`src/rtl/branch_pc_unit_pkg.sv`:
```
// Shared types and constants for the branch / PC stage.
// Holds funct3 codes, the flush FSM encoding and the JALR target helper.
package rv32_branch_pkg;

  localparam int RV_XLEN = 32;

  typedef logic [RV_XLEN-1:0] word_t;

  localparam logic [2:0] F3_BEQ  = 3'b000;
  localparam logic [2:0] F3_BNE  = 3'b001;
  localparam logic [2:0] F3_BLT  = 3'b100;
  localparam logic [2:0] F3_BGE  = 3'b101;
  localparam logic [2:0] F3_BLTU = 3'b110;
  localparam logic [2:0] F3_BGEU = 3'b111;

  typedef enum logic {
    RUN   = 1'b0,
    FLUSH = 1'b1
  } state_t;

  function automatic word_t jalr_target(
    input word_t base,
    input word_t off
  );
    word_t sum;
    sum = base + off;
    return {sum[RV_XLEN-1:1], 1'b0};
  endfunction

endpackage

```
`src/rtl/branch_pc_unit_if.sv`:
```
// Execute-side bundle of the branch / PC stage.
// slave: the PC unit; master: execute stage / comparator driving it.
interface branch_pc_unit_if;
  import rv32_branch_pkg::*;

  logic       stall;
  logic       br_valid;
  logic       is_jal;
  logic       is_jalr;
  logic [2:0] funct3;
  logic       BrEq;
  logic       BrLT;
  word_t      ex_pc;
  word_t      imm;
  word_t      rs1;
  logic       BrUn;
  word_t      pc;
  word_t      link;
  logic       taken;
  logic       flush;
`ifdef MISALIGN_TRAP_EN
  logic       misalign;
`endif

  modport master (
    output stall, br_valid, is_jal, is_jalr,
    output funct3, BrEq, BrLT,
    output ex_pc, imm, rs1,
`ifdef MISALIGN_TRAP_EN
    input  misalign,
`endif
    input  BrUn, pc, link, taken, flush
  );

  modport slave (
    input  stall, br_valid, is_jal, is_jalr,
    input  funct3, BrEq, BrLT,
    input  ex_pc, imm, rs1,
`ifdef MISALIGN_TRAP_EN
    output misalign,
`endif
    output BrUn, pc, link, taken, flush
  );

endinterface

```
`src/rtl/branch_pc_unit_decide.sv`:
```
// Conditional-branch decision from funct3 and comparator flags.
// In: funct3, BrEq, BrLT. Out: cond_taken, BrUn (= funct3[1]).
module branch_decide
  import rv32_branch_pkg::*;
(
  input  logic [2:0] funct3,
  input  logic       BrEq,
  input  logic       BrLT,
  output logic       cond_taken,
  output logic       BrUn
);

  assign BrUn = funct3[1];

  always_comb begin
    cond_taken = 1'b0;
    unique case (1'b1)
      (funct3 == F3_BEQ):  cond_taken = BrEq;
      (funct3 == F3_BNE):  cond_taken = !BrEq;
      (funct3 == F3_BLT),
      (funct3 == F3_BLTU): cond_taken = BrLT;
      (funct3 == F3_BGE),
      (funct3 == F3_BGEU): cond_taken = !BrLT;
      default:             cond_taken = 1'b0;
    endcase
  end

endmodule

```
`src/rtl/branch_pc_unit.sv`:
```
// PC register, branch/jump redirect and post-redirect flush sequencer.
// Ports: clk, rst (sync, active-high), bus (branch_pc_unit_if.slave).
// Option MISALIGN_TRAP_EN: misaligned taken targets go to TRAP_VEC
// and raise a one-cycle misalign pulse.
module branch_pc_unit
  import rv32_branch_pkg::*;
#(
  parameter word_t RESET_PC     = 32'h0000_0000,
`ifdef MISALIGN_TRAP_EN
  parameter word_t TRAP_VEC     = 32'h0000_0100,
`endif
  parameter int    FLUSH_CYCLES = 2
) (
  input logic             clk,
  input logic             rst,
  branch_pc_unit_if.slave bus
);

  localparam logic [2:0] CNT_LOAD = 3'(FLUSH_CYCLES - 1);

  state_t     state;
  state_t     state_nx;
  logic [2:0] cnt;
  logic [2:0] cnt_nx;
  word_t      pc_q;
  word_t      tgt_raw;
  word_t      tgt;
  logic       cond_taken;
  logic       run;
  logic       req;
  logic       taken_c;

  branch_decide u_decide (
    .funct3     (bus.funct3),
    .BrEq       (bus.BrEq),
    .BrLT       (bus.BrLT),
    .cond_taken (cond_taken),
    .BrUn       (bus.BrUn)
  );

  // Redirects only from RUN; in FLUSH the execute slot is being killed.
  assign run = (state == RUN) && !bus.stall;

  // jalr > jal > branch when more than one is flagged.
  assign req = bus.is_jalr | bus.is_jal
             | (bus.br_valid & cond_taken);

  assign taken_c = run & req;

  assign tgt_raw = bus.is_jalr
                 ? jalr_target(bus.rs1, bus.imm)
                 : bus.ex_pc + bus.imm;

`ifdef MISALIGN_TRAP_EN
  logic bad;
  logic mis_q;

  assign bad = taken_c && (tgt_raw[1:0] != 2'b00);
  assign tgt = bad ? TRAP_VEC : tgt_raw;

  always_ff @(posedge clk) begin
    if (rst) begin
      mis_q <= 1'b0;
    end else begin
      mis_q <= bad;
    end
  end

  assign bus.misalign = mis_q;
`else
  assign tgt = tgt_raw;
`endif

  always_ff @(posedge clk) begin
    if (rst) begin
      pc_q <= RESET_PC;
    end else if (!bus.stall) begin
      pc_q <= taken_c ? tgt : pc_q + 32'd4;
    end
  end

  always_ff @(posedge clk) begin
    if (rst) begin
      state <= RUN;
      cnt   <= 3'd0;
    end else begin
      state <= state_nx;
      cnt   <= cnt_nx;
    end
  end

  always_comb begin
    state_nx = state;
    cnt_nx   = cnt;
    unique case (state)
      RUN: begin
        if (taken_c) begin
          state_nx = FLUSH;
          cnt_nx   = CNT_LOAD;
        end
      end
      FLUSH: begin
        if (!bus.stall) begin
          if (cnt == 3'd0) begin
            state_nx = RUN;
          end else begin
            cnt_nx = cnt - 3'd1;
          end
        end
      end
      default: begin
        state_nx = RUN;
        cnt_nx   = 3'd0;
      end
    endcase
  end

  // flush is a pure decode of the state register.
  always_comb begin
    bus.flush = (state == FLUSH);
  end

  assign bus.pc    = pc_q;
  assign bus.link  = bus.ex_pc + 32'd4;
  assign bus.taken = taken_c;

endmodule

```
`src/flat_wrapper.sv`:
```
// flat-port wrapper written by rule: the top's interface ports become plain ports
module branch_pc_unit_flat import rv32_branch_pkg::*;
#(
  parameter word_t RESET_PC     = 32'h0000_0000,

  parameter int    FLUSH_CYCLES = 2
)
  (clk, rst, bus_stall, bus_br_valid, bus_is_jal, bus_is_jalr, bus_funct3, bus_BrEq, bus_BrLT, bus_ex_pc, bus_imm, bus_rs1, bus_BrUn, bus_pc, bus_link, bus_taken, bus_flush);
  branch_pc_unit_if bus_i ();
  input logic clk;
  input logic rst;
  input wire logic [$bits(bus_i.stall)-1:0] bus_stall;
  input wire logic [$bits(bus_i.br_valid)-1:0] bus_br_valid;
  input wire logic [$bits(bus_i.is_jal)-1:0] bus_is_jal;
  input wire logic [$bits(bus_i.is_jalr)-1:0] bus_is_jalr;
  input wire logic [$bits(bus_i.funct3)-1:0] bus_funct3;
  input wire logic [$bits(bus_i.BrEq)-1:0] bus_BrEq;
  input wire logic [$bits(bus_i.BrLT)-1:0] bus_BrLT;
  input wire logic [$bits(bus_i.ex_pc)-1:0] bus_ex_pc;
  input wire logic [$bits(bus_i.imm)-1:0] bus_imm;
  input wire logic [$bits(bus_i.rs1)-1:0] bus_rs1;
  output wire logic [$bits(bus_i.BrUn)-1:0] bus_BrUn;
  output wire logic [$bits(bus_i.pc)-1:0] bus_pc;
  output wire logic [$bits(bus_i.link)-1:0] bus_link;
  output wire logic [$bits(bus_i.taken)-1:0] bus_taken;
  output wire logic [$bits(bus_i.flush)-1:0] bus_flush;
  assign bus_i.stall = bus_stall;
  assign bus_i.br_valid = bus_br_valid;
  assign bus_i.is_jal = bus_is_jal;
  assign bus_i.is_jalr = bus_is_jalr;
  assign bus_i.funct3 = bus_funct3;
  assign bus_i.BrEq = bus_BrEq;
  assign bus_i.BrLT = bus_BrLT;
  assign bus_i.ex_pc = bus_ex_pc;
  assign bus_i.imm = bus_imm;
  assign bus_i.rs1 = bus_rs1;
  assign bus_BrUn = bus_i.BrUn;
  assign bus_pc = bus_i.pc;
  assign bus_link = bus_i.link;
  assign bus_taken = bus_i.taken;
  assign bus_flush = bus_i.flush;
  branch_pc_unit #(.RESET_PC(RESET_PC), .FLUSH_CYCLES(FLUSH_CYCLES)) u_core (.clk(clk), .rst(rst), .bus(bus_i));
endmodule
```
`config.mk`:
```
export PLATFORM = sky130hd
export DESIGN_NAME = branch_pc_unit_flat
export DESIGN_NICKNAME = d
export VERILOG_FILES = /design/src/rtl/branch_pc_unit_pkg.sv /design/src/rtl/branch_pc_unit_if.sv /design/src/rtl/branch_pc_unit_decide.sv /design/src/rtl/branch_pc_unit.sv /design/src/flat_wrapper.sv
export SDC_FILE = /design/constraint.sdc
export NUM_CORES = 1
export LEC_CHECK = 0
export BUFFER_PORTS_ARGS = -buffer_cell sky130_fd_sc_hd__buf_2
export CORE_AREA = 8 8 147 163
export CTS_BUF_LIST = sky130_fd_sc_hd__clkbuf_4 sky130_fd_sc_hd__clkbuf_8 sky130_fd_sc_hd__clkbuf_16
export DETAILED_ROUTE_END_ITERATION = 12
export DIE_AREA = 0 0 155 171
export SETUP_SLACK_MARGIN = 0.05
export SKIP_LAST_GASP = 1
export SYNTH_ARGS = -nofsm -noshare
export SYNTH_HDL_FRONTEND = slang
export SYNTH_SLANG_ARGS = --single-unit
```
`constraint.sdc`:
```
create_clock -name clk -period 5.4 [get_ports clk]
set_input_delay 0.27 -clock clk [delete_from_list [all_inputs] [get_ports clk]]
set_output_delay 0.27 -clock clk [all_outputs]
set_load 0.01 [all_outputs]
```
==> results of run 1 <==
worst max-delay path: stages:
cell and delay [ns]:
buf_2 0.12, ha_1 0.31, a211oi_1 0.46, o21ai_0 0.25, nand4_1 0.20, a21oi_1 0.12
a221oi_1 0.40, o21ai_0 0.25, a31oi_1 0.25, xor2_1 0.21, a221oi_1 0.11
layout make-up:
cell class | count | share of cell area [%]
repair buffers | 175 | 11.8
well taps | 290 | 4.87
multi-input cells | 784 | 70.2
flip-flops and latches | 36 | 9.67
inverters | 27 | 1.36
clock buffers | 7 | 2.05
where the power goes:
| part | switching (mW) | internal, mW | total (mW) |
|---|---|---|---|
| logic | 0.418 | 0.293 | 0.711 |
| clock network | 0.114 | 0.194 | 0.307 |
| registers | 0.0343 | 0.290 | 0.324 |
cell families after synthesis:
kind of cell | after synthesis | share of synthesized area, %
flip-flops | 36 | 11.6
XOR/XNOR | 77 | 10.8
buffers and inverters | 67 | 4.32
multiplexers | 9 | 1.45
adder cells (fa/ha/maj) | 67 | 13.7
AO/OA/AOI/OAI | 312 | 32.9
AND/OR/NAND/NOR | 319 | 25.2
layout by cell type, fill, tap and decap left out, drive strengths merged, types with 4 or more instances in the layout:
master     n
nor3      23
o32ai      5
xor2      31
nand2b     7
o41ai      4
o2111ai    4
and4       5
and3      18
ha        65
nor2b     10
xnor2     46
nor2      74
dfxtp     36
mux2i      9
clkbuf     7
a21oi     94
or3       10
o21bai     4
nand2     92
a211o      6
inv       25
o211ai     4
a221oi    10
buf      175
a21boi     4
nor3b      7
a21o      39
a31oi     18
o21ai     57
o221ai     4
nand3     37
nand4     19
a211oi    13
o21a      15
or4        4
o31ai      5
layer usage:
metal,vias up,GRT usage [%]
met3,18,2.40
met4,2,3.45
li1,3614,-
met1,3287,21.9
met5,-,0
met2,212,27.7
flip-flops by register name (all words and copies together), names as in the netlist:
signal and flops:
u_core.bus.pc 32, u_core.cnt 3, u_core.bus.flush 1
path summary, 6_finish.rpt:
path,slack [ns],from,cells past startpoint,end
setup / recovery,2.57,bus_imm[1],11,u_core.bus.pc[29]
hold / removal,0.43,bus_ex_pc[0],4,u_core.bus.pc[0]
hold reg to reg,0.45,u_core.bus.pc[1],2,u_core.bus.pc[1]
setup reg to reg,2.79,u_core.bus.pc[2],10,u_core.bus.pc[28]
==> impl_results.rst, run 1 <==
.. list-table::
   :header-rows: 1

   * - Metric
     - Value
   * - Outcome
     - complete, no violations
   * - Post-Layout Inst Area
     - 7450 um2
   * - Crit path required time
     - 5.52 ns
   * - Count of antenna diodes in the layout
     - 0
   * - Worst Hold Slack
     - 0.430 ns
   * - Number of DRC markers after the initial detailed-route iteration
     - 685
   * - Sequential-to-total area share from yosys stat
     - 11.6%
   * - CTS clk-pin slew, worst paths
     - 0.06 ns
   * - Y dimension of the die
     - 171 um
   * - Fraction of final layout cells with drive strength greater than 1
     - 19.1%
   * - Detail-routed via count per cell
     - 5.41
   * - Post-Synthesis Net Count
     - 1,061
   * - Clk buf depth
     - 2
   * - Hold-fix buffers at CTS
     - 0
   * - Yosys warnings
     - 0
   * - Ranking of synthesized cells by area
     - ha_1, dfxtp_1, a21oi_1
   * - Fin crit share
     - 52.5%
   * - Number of primary I/O pins
     - 174
   * - Footprint of the multi-input gates
     - 5230 um2
   * - Total detailed-routing wirelength
     - 22,900 um
   * - Shortest clock period the worst path allows after layout
     - 2.83 ns
   * - Detailed-routing wirelength on met1
     - 11,000 um
   * - H-tree Lvls
     - 2
   * - Detailed-routed wire length on met3
     - 1100 um
   * - Wire length of the first global-routing pass
     - 35,900 um
   * - Number of resized instances in the post-cts repair step
     - 0
   * - Die Footprint
     - 26,500 um2
   * - Router iterations before antenna repair
     - 5
   * - Sequential cell area
     - 721 um2
   * - Number of enable flip-flop cells after synthesis
     - 0
   * - CTS sink count
     - 36
   * - Detailed-route wire length per cell
     - 17.4 um
   * - Number of cells produced by synthesis
     - 887
   * - Number of global-route vias before repair
     - 6,929
   * - Max Freq
     - 0.353 GHz
   * - Count of buffers from port buffering
     - 173
   * - Count of standard-cell rows
     - 56
   * - Area Overhead vs Synth
     - 19.7%
   * - Metal2 WL
     - 10,500 um
   * - Final count of hold timing violations
     - 0
   * - Area share of the leading cell type in the synthesized netlist
     - 13.1%
   * - Largest net degree at the start of global routing
     - 37
   * - Largest vdd supply drop
     - 0.101 mV
   * - Cell types with the highest counts after synthesis
     - a21oi_1, nand2_1, nor2_1
   * - DIE WIDTH
     - 155 um
   * - Post-CTS Setup Repair Bufs
     - 0
   * - TritonCTS clock tree
     - built
   * - HPWL Detailed
     - 18,800 um
   * - Number of nets at the end of the flow
     - 1,203
   * - Kind of capture point of the worst setup path
     - flop
   * - Synthesized flop and latch total
     - 36
   * - Total Routing Usage GR
     - 16.5%
   * - Most used flip-flop cell after synthesis
     - dfxtp_1
   * - Starting utilization of the core area
     - 29.5%
   * - Clock insertion delay at the later pin of the skew report
     - 0.29 ns
   * - # fillers
     - 2,325
   * - Library cells used by synthesis
     - 74
   * - TNS Setup
     - 0 ns
   * - Transition at the pin with the smallest max-transition slack
     - 0.894 ns
   * - Average cell area after synthesis
     - 7.02 um2
   * - Initial antenna violation count
     - 1
   * - Data arrival time of the critical path
     - 2.95 ns
   * - Count of non-filler cells in the finished layout
     - 1,319
   * - Post-synth ARST share
     - 0%
   * - Top Metal Used
     - met5
   * - Tightest Hold Check Type
     - in -> reg
   * - Clk Tree Root Cell
     - clkbuf_16
   * - Max-capacitance violation count
     - 0
   * - Setup-violating endpoint count in the final report
     - 0
   * - Antenna-violating nets left
     - 0
   * - Number of placed instances, taps included
     - 1,312
   * - RD Place Congestion
     - 0.899
   * - Congestion Overflow GR
     - 0
   * - Final worst-path setup slack
     - 2.57 ns
   * - Skew final
     - 0.00295 ns
   * - Setup repair after global routing missed its margin
     - false
   * - Pins over their slew limit
     - 0
   * - Sort of element at the start of the critical path
     - input pin
   * - Total standard cell area after synthesis
     - 6220 um2
   * - Static Leakage
     - 3.34 nW
   * - Residual DRC
     - 0
   * - Remaining max-slew budget at the tightest pin
     - 40.2%
   * - Category of the most critical setup path
     - in -> reg
   * - Critical path peak fanout
     - 3
   * - Dominant cell type by area after synthesis
     - ha_1
   * - Clock buffers created by TritonCTS
     - 5
   * - Post-Route Utilization
     - 35.3%
   * - Ratio of total power to cell area
     - 180 nW/um2
   * - Area inside the core boundary
     - 21,100 um2
   * - Vias after detailed routing
     - 7,133
   * - Overall power after layout
     - 1.34 mW
   * - Pre-CTS WS
     - 2.32 ns
   * - DP Area
     - 7300 um2
No activity file was read; power rests on OpenSTA's default activity.
==> run 2, diff against run 1 <==
==> constraint.sdc (replaced) <==
create_clock -name clk -period 2.31 [get_ports clk]
set_input_delay 0.1155 -clock clk [delete_from_list [all_inputs] [get_ports clk]]
set_output_delay 0.1155 -clock clk [all_outputs]
set_load 0.01 [all_outputs]
==> impl_results.rst, run 2 (same netlist as run 1, synthesis figures left out) <==
.. list-table::
   :header-rows: 1

   * - Metric
     - Value
   * - DP Area
     - 8870 um2 (+22%)
   * - Max Freq
     - 0.422 GHz
   * - Largest vdd supply drop
     - 0.305 mV (+200%)
   * - Antenna-violating nets left
     - 0 (unchanged)
   * - Hold-fix buffers at CTS
     - 0 (unchanged)
   * - Max-capacitance violation count
     - 0 (unchanged)
   * - # fillers
     - 2,126 (-8.6%)
   * - Count of antenna diodes in the layout
     - 0 (unchanged)
   * - Slowest stage cell, crit path
     - or4_1
   * - Post-Route Utilization
     - 45.7% (+10 points)
   * - Net Switching
     - 1.50 mW (+170%)
   * - Detail-routed via count per cell
     - 5.26 (-2.8%)
   * - Fin crit share
     - 102%
   * - TritonCTS clock tree
     - built
   * - Number of global-route vias before repair
     - 8,029 (+16%)
   * - Overall power after layout
     - 3.69 mW (+170%)
   * - Pins over their slew limit
     - 0 (unchanged)
   * - Share of power burned in registers
     - 20.0% (-4.2 points)
   * - Category of the most critical setup path
     - in -> reg
   * - Setup repair after global routing missed its margin
     - true
   * - Outcome
     - finished, violations left
   * - Number of nets at the end of the flow
     - 1,410 (+17%)
   * - TNS Setup
     - -0.0740 ns (-0.0740 ns)
   * - Post-Layout Inst Area
     - 9640 um2 (+29%)
   * - Ratio of total power to cell area
     - 383 nW/um2 (+110%)
   * - Wire length of the first global-routing pass
     - 40,400 um (+12%)
   * - Final worst-path setup slack
     - -0.0573 ns (-2.62 ns)
   * - Violated checks
     - negative setup slack
   * - Clock insertion delay at the later pin of the skew report
     - 0.28 ns (about the same)
   * - Leading cell type in the layout, fill and taps excluded
     - buf_4
   * - Die Footprint
     - 26,500 um2 (unchanged)
   * - Kind of capture point of the worst setup path
     - flop
   * - Area Overhead vs Synth
     - 55.0%
   * - Total detailed-routing wirelength
     - 25,700 um (+12%)
   * - Net Sw Frac
     - 40.7% (-1.5 points)
   * - CTS sink count
     - 36 (unchanged)
   * - Starting utilization of the core area
     - 29.5% (unchanged)
   * - Congestion Overflow GR
     - 0 (unchanged)
   * - Critical path peak fanout
     - 3 (unchanged)
   * - Register-to-register setup slack
     - 0.22 ns (-2.57 ns)
   * - CTS clk-pin slew, worst paths
     - 0.06 ns (about the same)
   * - Largest incremental delay on the critical path
     - 0.53 ns (+0.07 ns)
   * - Final count of hold timing violations
     - 0 (unchanged)
   * - Fraction of final layout cells with drive strength greater than 1
     - 38.9% (+20 points)
   * - Sort of element at the start of the critical path
     - input pin
   * - Vias after detailed routing
     - 8,027 (+13%)
   * - Max FFs per register
     - 32 (unchanged)
   * - Static Leakage
     - 4.46 nW (+33%)
   * - Residual DRC
     - 0 (unchanged)
   * - Crit path required time
     - 2.49 ns (-3.03 ns)
   * - Number of placed instances, taps included
     - 1,508 (+15%)
   * - Number of DRC markers after the initial detailed-route iteration
     - 553 (-19%)
   * - Remaining max-slew budget at the tightest pin
     - 64.6% (+24 points)
   * - Internal power
     - 2.19 mW (+180%)
   * - Router iterations before antenna repair
     - 5 (unchanged)
   * - Highest-count cells in the layout ignoring fill and taps
     - buf_4, buf_2, nand2_1, a21oi_1, nor2_1
   * - Tightest Hold Check Type
     - in -> reg
   * - Area inside the core boundary
     - 21,100 um2 (unchanged)
   * - DIE WIDTH
     - 155 um (unchanged)
   * - Count of standard-cell rows
     - 56 (unchanged)
   * - Skew final
     - 0.0104 ns (+0.00748 ns)
   * - Count of non-filler cells in the finished layout
     - 1,527 (+16%)
   * - Initial antenna violation count
     - 0 (-1)
   * - H-tree Lvls
     - 2 (unchanged)
   * - Setup-violating endpoint count in the final report
     - 2 (+2)
   * - Clock buffers created by TritonCTS
     - 5 (unchanged)
   * - HPWL Detailed
     - 21,100 um (+12%)
   * - Clk Tree Root Cell
     - clkbuf_16
   * - Total Routing Usage GR
     - 18.4% (+1.9 points)
   * - Pre-CTS WS
     - -0.522 ns (-2.84 ns)
   * - Worst Hold Slack
     - 0.286 ns (-0.144 ns)
   * - Worst path most repeated cell
     - a21o_1
   * - RD Place Congestion
     - 0.886 (-1.5%)
   * - Detailed-route wire length per cell
     - 16.8 um (-3.0%)
   * - Transition at the pin with the smallest max-transition slack
     - 0.526 ns (-0.368 ns)
   * - Combinational share of power
     - 61.3% (+8.4 points)
   * - Largest net degree at the start of global routing
     - 34 (-8.1%)
   * - Data arrival time of the critical path
     - 2.55 ns (-0.40 ns)
   * - Clk buf depth
     - 2 (unchanged)
   * - Count of buffers from port buffering
     - 173 (unchanged)
   * - Cells along the critical path
     - buf_2 -> ha_4 -> a21oi_4 -> o211ai_1 -> or4_1 -> o21a_1 -> a21o_1 -> buf_6 -> a221oi_4 -> xor2_1 -> a21oi_1 -> a21o_1
   * - Y dimension of the die
     - 171 um (unchanged)
   * - Number of primary I/O pins
     - 174 (unchanged)
   * - Proportion of power drawn by the clock network
     - 18.7% (-4.2 points)
   * - Shortest clock period the worst path allows after layout
     - 2.37 ns
run 2: changes by cell type in the layout (fill, tap and decap cells not counted), sizes merged:
cell	delta
buf	+207
clkbuf	-1
clkinv	+2
run 2: power groups by stage:
stage | sequential [mW] | combinational (mW) | clock, mW
2_1_floorplan | 0.771 | 1.12 | 0
3_3_place_gp | 0.749 | 2.05 | 0
3_5_place_dp | 0.750 | 2.06 | 0
4_1_cts | 0.737 | 2.14 | 0.697
5_1_grt | 0.752 | 2.47 | 0.726
6_report | 0.740 | 2.26 | 0.690
run 2: path summary, 6_finish.rpt:
| check | from | to | depth (start not counted) |
|---|---|---|---|
| setup / recovery | bus_rs1[17] | u_core.bus.pc[30] | 12 |
| setup reg to reg | u_core.bus.pc[2] | u_core.bus.pc[26] | 11 |
| hold reg to reg | u_core.bus.pc[1] | u_core.bus.pc[1] | 2 |
| hold / removal | bus_ex_pc[0] | u_core.bus.pc[0] | 4 |
run 2: cell type report:
type                            instances  area (um2)  area share (%)
Clock buffer                            6         139            1.44
Clock inverter                          2        10.0           0.104
Inverter                               27         101            1.05
Multi-Input combinational cell        784        5810            60.3
Sequential cell                        36         723            7.50
Tap cell                              290         363            3.76
Timing Repair Buffer                  382        2490            25.9
run 2: repair_timing:
action	CTS	global route
setup buffers	5	6
gates resized for setup	47	67
pin swaps	45	31
endpoints found under the setup margin	17	28
run 2: worst max-delay path, delay by kind of cell:
| family | cells | cell delay (ns) |
|---|---|---|
| buffers and inverters | 2 | 0.25 |
| XOR/XNOR | 1 | 0.16 |
| AND/OR/NAND/NOR | 1 | 0.53 |
| AO/OA/AOI/OAI | 7 | 1.26 |
| adder cells (fa/ha/maj) | 1 | 0.23 |
run 2: layer usage:
| layer | share of wire [%] | GRT usage (%) |
|---|---|---|
| met3 | 5.5 | 2.73 |
| met2 | 49 | 32.3 |
| met4 | 2.3 | 5.84 |
| met5 | 0 | 0 |
| met1 | 43 | 22.6 |
==> run 3, diff against run 2 <==
--- a/config.mk
+++ b/config.mk
@@ -5,7 +5,7 @@
 export SDC_FILE = /design/constraint.sdc
 export NUM_CORES = 1
 export LEC_CHECK = 0
-export BUFFER_PORTS_ARGS = -buffer_cell sky130_fd_sc_hd__buf_2
+export BUFFER_PORTS_ARGS = -buffer_cell sky130_fd_sc_hd__buf_4
 export CORE_AREA = 8 8 147 163
 export CTS_BUF_LIST = sky130_fd_sc_hd__clkbuf_4 sky130_fd_sc_hd__clkbuf_8 sky130_fd_sc_hd__clkbuf_16
 export DETAILED_ROUTE_END_ITERATION = 12
==> impl_results.rst, run 3 (same netlist as run 1, synthesis figures left out) <==
.. list-table::
   :header-rows: 1

   * - Metric
     - Value
   * - Critical path peak fanout
     - 3 (unchanged)
   * - Router iterations before antenna repair
     - 6 (+1)
   * - Remaining max-slew budget at the tightest pin
     - 64.4% (-0.22 points)
   * - Count of non-filler cells in the finished layout
     - 1,525 (-0.13%)
   * - Count of buffers from port buffering
     - 173 (unchanged)
   * - Tightest Hold Check Type
     - in -> reg
   * - Highest-count cells in the layout ignoring fill and taps
     - buf_4, nand2_1, a21oi_1, nor2_1, ha_1
   * - CTS sink count
     - 36 (unchanged)
   * - Vias after detailed routing
     - 8,010 (-0.21%)
   * - Total detailed-routing wirelength
     - 25,700 um (about the same)
   * - Worst Hold Depth
     - 2 (-2)
   * - Count of antenna diodes in the layout
     - 0 (unchanged)
   * - Initial antenna violation count
     - 0 (unchanged)
   * - Category of the most critical setup path
     - in -> reg
   * - Clk Tree Root Cell
     - clkbuf_16
   * - Internal power
     - 2.26 mW (+3.2%)
   * - Crit Reg-Reg Startpoint
     - u_core.bus.pc[8]
   * - Endpoint of the worst-slack reg-to-reg timing path
     - u_core.bus.pc[31]
   * - Ratio of total power to cell area
     - 374 nW/um2 (-2.3%)
   * - Net Switching
     - 1.49 mW (-0.78%)
   * - Skew final
     - 0.00907 ns (-0.00136 ns)
   * - Clock buffers created by TritonCTS
     - 5 (unchanged)
   * - Sort of element at the start of the critical path
     - input pin
   * - Post-Layout Inst Area
     - 10,000 um2 (+4.0%)
   * - Data arrival time of the critical path
     - 2.53 ns (-0.02 ns)
   * - Number of global-route vias before repair
     - 7,793 (-2.9%)
   * - Detailed-route wire length per cell
     - 16.8 um (about the same)
   * - Share of power burned in registers
     - 19.6% (-0.4 points)
   * - Static Leakage
     - 4.54 nW (+1.8%)
   * - Final count of hold timing violations
     - 0 (unchanged)
   * - Worst Hold Slack
     - 0.186 ns (-0.0995 ns)
   * - Area inside the core boundary
     - 21,100 um2 (unchanged)
   * - Number of buffers and inverters on the critical path
     - 4 (+2)
   * - Kind of capture point of the worst setup path
     - flop
   * - Category of cells accounting for the largest share of critical-path delay
     - compound AO/OA/AOI/OAI gates
   * - Crit path required time
     - 2.49 ns (about the same)
   * - Outcome
     - finished, violations left
   * - Max-capacitance violation count
     - 0 (unchanged)
   * - Largest incremental delay on the critical path
     - 0.34 ns (-0.19 ns)
   * - Sink of the worst hold path
     - u_core.bus.pc[13]
   * - Cells along the critical path
     - buf_4 -> ha_4 -> a211oi_2 -> buf_4 -> o211ai_1 -> o2111ai_2 -> a21oi_2 -> nor3b_2 -> o31a_1 -> buf_4 -> buf_4 -> xor2_1 -> o21ai_1 -> o21a_1
   * - HPWL Detailed
     - 21,300 um (+1.2%)
   * - Number of DRC markers after the initial detailed-route iteration
     - 534 (-3.4%)
   * - Count of standard-cell rows
     - 56 (unchanged)
   * - Largest net degree at the start of global routing
     - 35 (+2.9%)
   * - Wire length of the first global-routing pass
     - 39,700 um (-1.5%)
   * - Congestion Overflow GR
     - 0 (unchanged)
   * - Leading cell type in the layout, fill and taps excluded
     - buf_4
   * - Fraction of final layout cells with drive strength greater than 1
     - 39.5% (+0.63 points)
   * - Post-Route Utilization
     - 47.5% (+1.8 points)
   * - Max FFs per register
     - 32 (unchanged)
   * - RD Place Congestion
     - 0.901 (+1.7%)
   * - TritonCTS clock tree
     - built
   * - Area Overhead vs Synth
     - 61.1%
   * - Final worst-path setup slack
     - -0.0431 ns (+0.0142 ns)
   * - Largest vdd supply drop
     - 0.267 mV (-13%)
   * - Clock insertion delay at the later pin of the skew report
     - 0.29 ns (about the same)
   * - Number of placed instances, taps included
     - 1,507 (-0.066%)
   * - Pins over their slew limit
     - 0 (unchanged)
   * - Source of the worst hold timing path
     - bus_stall
   * - Setup repair after global routing missed its margin
     - true
   * - Number of nets at the end of the flow
     - 1,409 (-0.071%)
   * - Overall power after layout
     - 3.75 mW (+1.6%)
   * - Starting utilization of the core area
     - 29.5% (unchanged)
   * - Violated checks
     - negative setup slack
   * - Setup-violating endpoint count in the final report
     - 1 (-1)
   * - H-tree Lvls
     - 2 (unchanged)
   * - Combinational share of power
     - 62.9% (+1.6 points)
   * - Proportion of power drawn by the clock network
     - 17.5% (-1.2 points)
   * - Die Footprint
     - 26,500 um2 (unchanged)
   * - DP Area
     - 9310 um2 (+4.9%)
   * - DIE WIDTH
     - 155 um (unchanged)
   * - Total Routing Usage GR
     - 18.3% (-0.12 points)
   * - R2r worst-path depth
     - 9 (-2)
   * - CTS clk-pin slew, worst paths
     - 0.05 ns (about the same)
   * - Y dimension of the die
     - 171 um (unchanged)
   * - Fin crit share
     - 102% (-0.61 points)
   * - Clk buf depth
     - 2 (unchanged)
   * - Register-to-register setup slack
     - 0.17 ns (-0.05 ns)
   * - # fillers
     - 2,113 (-0.61%)
   * - Number of primary I/O pins
     - 174 (unchanged)
   * - Transition at the pin with the smallest max-transition slack
     - 0.532 ns (+0.00619 ns)
   * - Net Sw Frac
     - 39.7% (-0.95 points)
   * - Max Freq
     - 0.425 GHz (+0.60%)
   * - Detail-routed via count per cell
     - 5.25 (about the same)
   * - Residual DRC
     - 0 (unchanged)
   * - Antenna-violating nets left
     - 0 (unchanged)
   * - Worst path most repeated cell
     - buf_4
   * - Slowest stage cell, crit path
     - o31a_1
   * - Shortest clock period the worst path allows after layout
     - 2.35 ns (-0.0142 ns)
run 3: worst max path at each step:
stage	start	endpoint	cells after the start
after floorplan	bus_rs1[16]	u_core.bus.pc[30]	10
after global placement	bus_imm[1]	u_core.bus.pc[31]	12
after detailed placement	bus_rs1[2]	u_core.bus.pc[31]	12
after CTS	bus_imm[0]	u_core.bus.pc[22]	14
after global routing	bus_rs1[10]	u_core.bus.pc[30]	12
final	bus_imm[1]	u_core.bus.pc[27]	14
run 3: worst register-to-register path, stage by stage, from the launching register on:
cell	delay, ns
dfxtp_1	0.46
nand2_1	0.10
or3_1	0.37
nor3_2	0.20
nand4_1	0.15
buf_4	0.17
nor2_1	0.09
or3_1	0.12
o2111ai_1	0.14
nor4bb_2	0.27
run 3: stage by stage:
stage / setup slack [ns] / TNS [ns]
2_1_floorplan: 0.0230 / 0
3_3_place_gp: -0.476 / -6.05
3_5_place_dp: -0.496 / -6.96
4_1_cts: 0.0118 / 0
5_1_grt: -0.122 / -0.388
6_report: -0.0431 / -0.0431
run 3: power by group through the flow:
| stage | clock, mW | combinational (mW) | sequential (mW) |
|---|---|---|---|
| 6_report | 0.658 | 2.36 | 0.736 |
| 5_1_grt | 0.688 | 2.56 | 0.744 |
| 4_1_cts | 0.669 | 2.25 | 0.734 |
| 3_5_place_dp | 0 | 2.19 | 0.747 |
| 3_3_place_gp | 0 | 2.18 | 0.745 |
| 2_1_floorplan | 0 | 1.12 | 0.771 |
run 3: what timing repair did:
item / 4_1_cts / 5_1_grt
pin swaps: 32 / 39
buffers inserted: 6 / 5
setup endpoints to repair: 21 / 28
gates resized for setup: 40 / 69
hold buffers: 0 / 0
cloned: 0 / 0
run 3: cell type report:
class	count	area, um2	share of cell area (%)
multi-input combinational	784	5810	57.9
tap	290	363	3.62
inverter	27	101	1.01
clock buffer	6	133	1.32
timing repair buffer	381	2900	28.9
clock inverter	1	5.00	0.0499
sequential	36	721	7.19
run 3: metal layers:
metal / vias to the layer above / wire length [um] / track usage, %
met5: - / 0 / 0
li1: 4022 / - / -
met3: 30 / 1220 / 2.70
met1: 3716 / 11300 / 22.7
met4: 0 / 483 / 4.52
met2: 242 / 12700 / 32.4
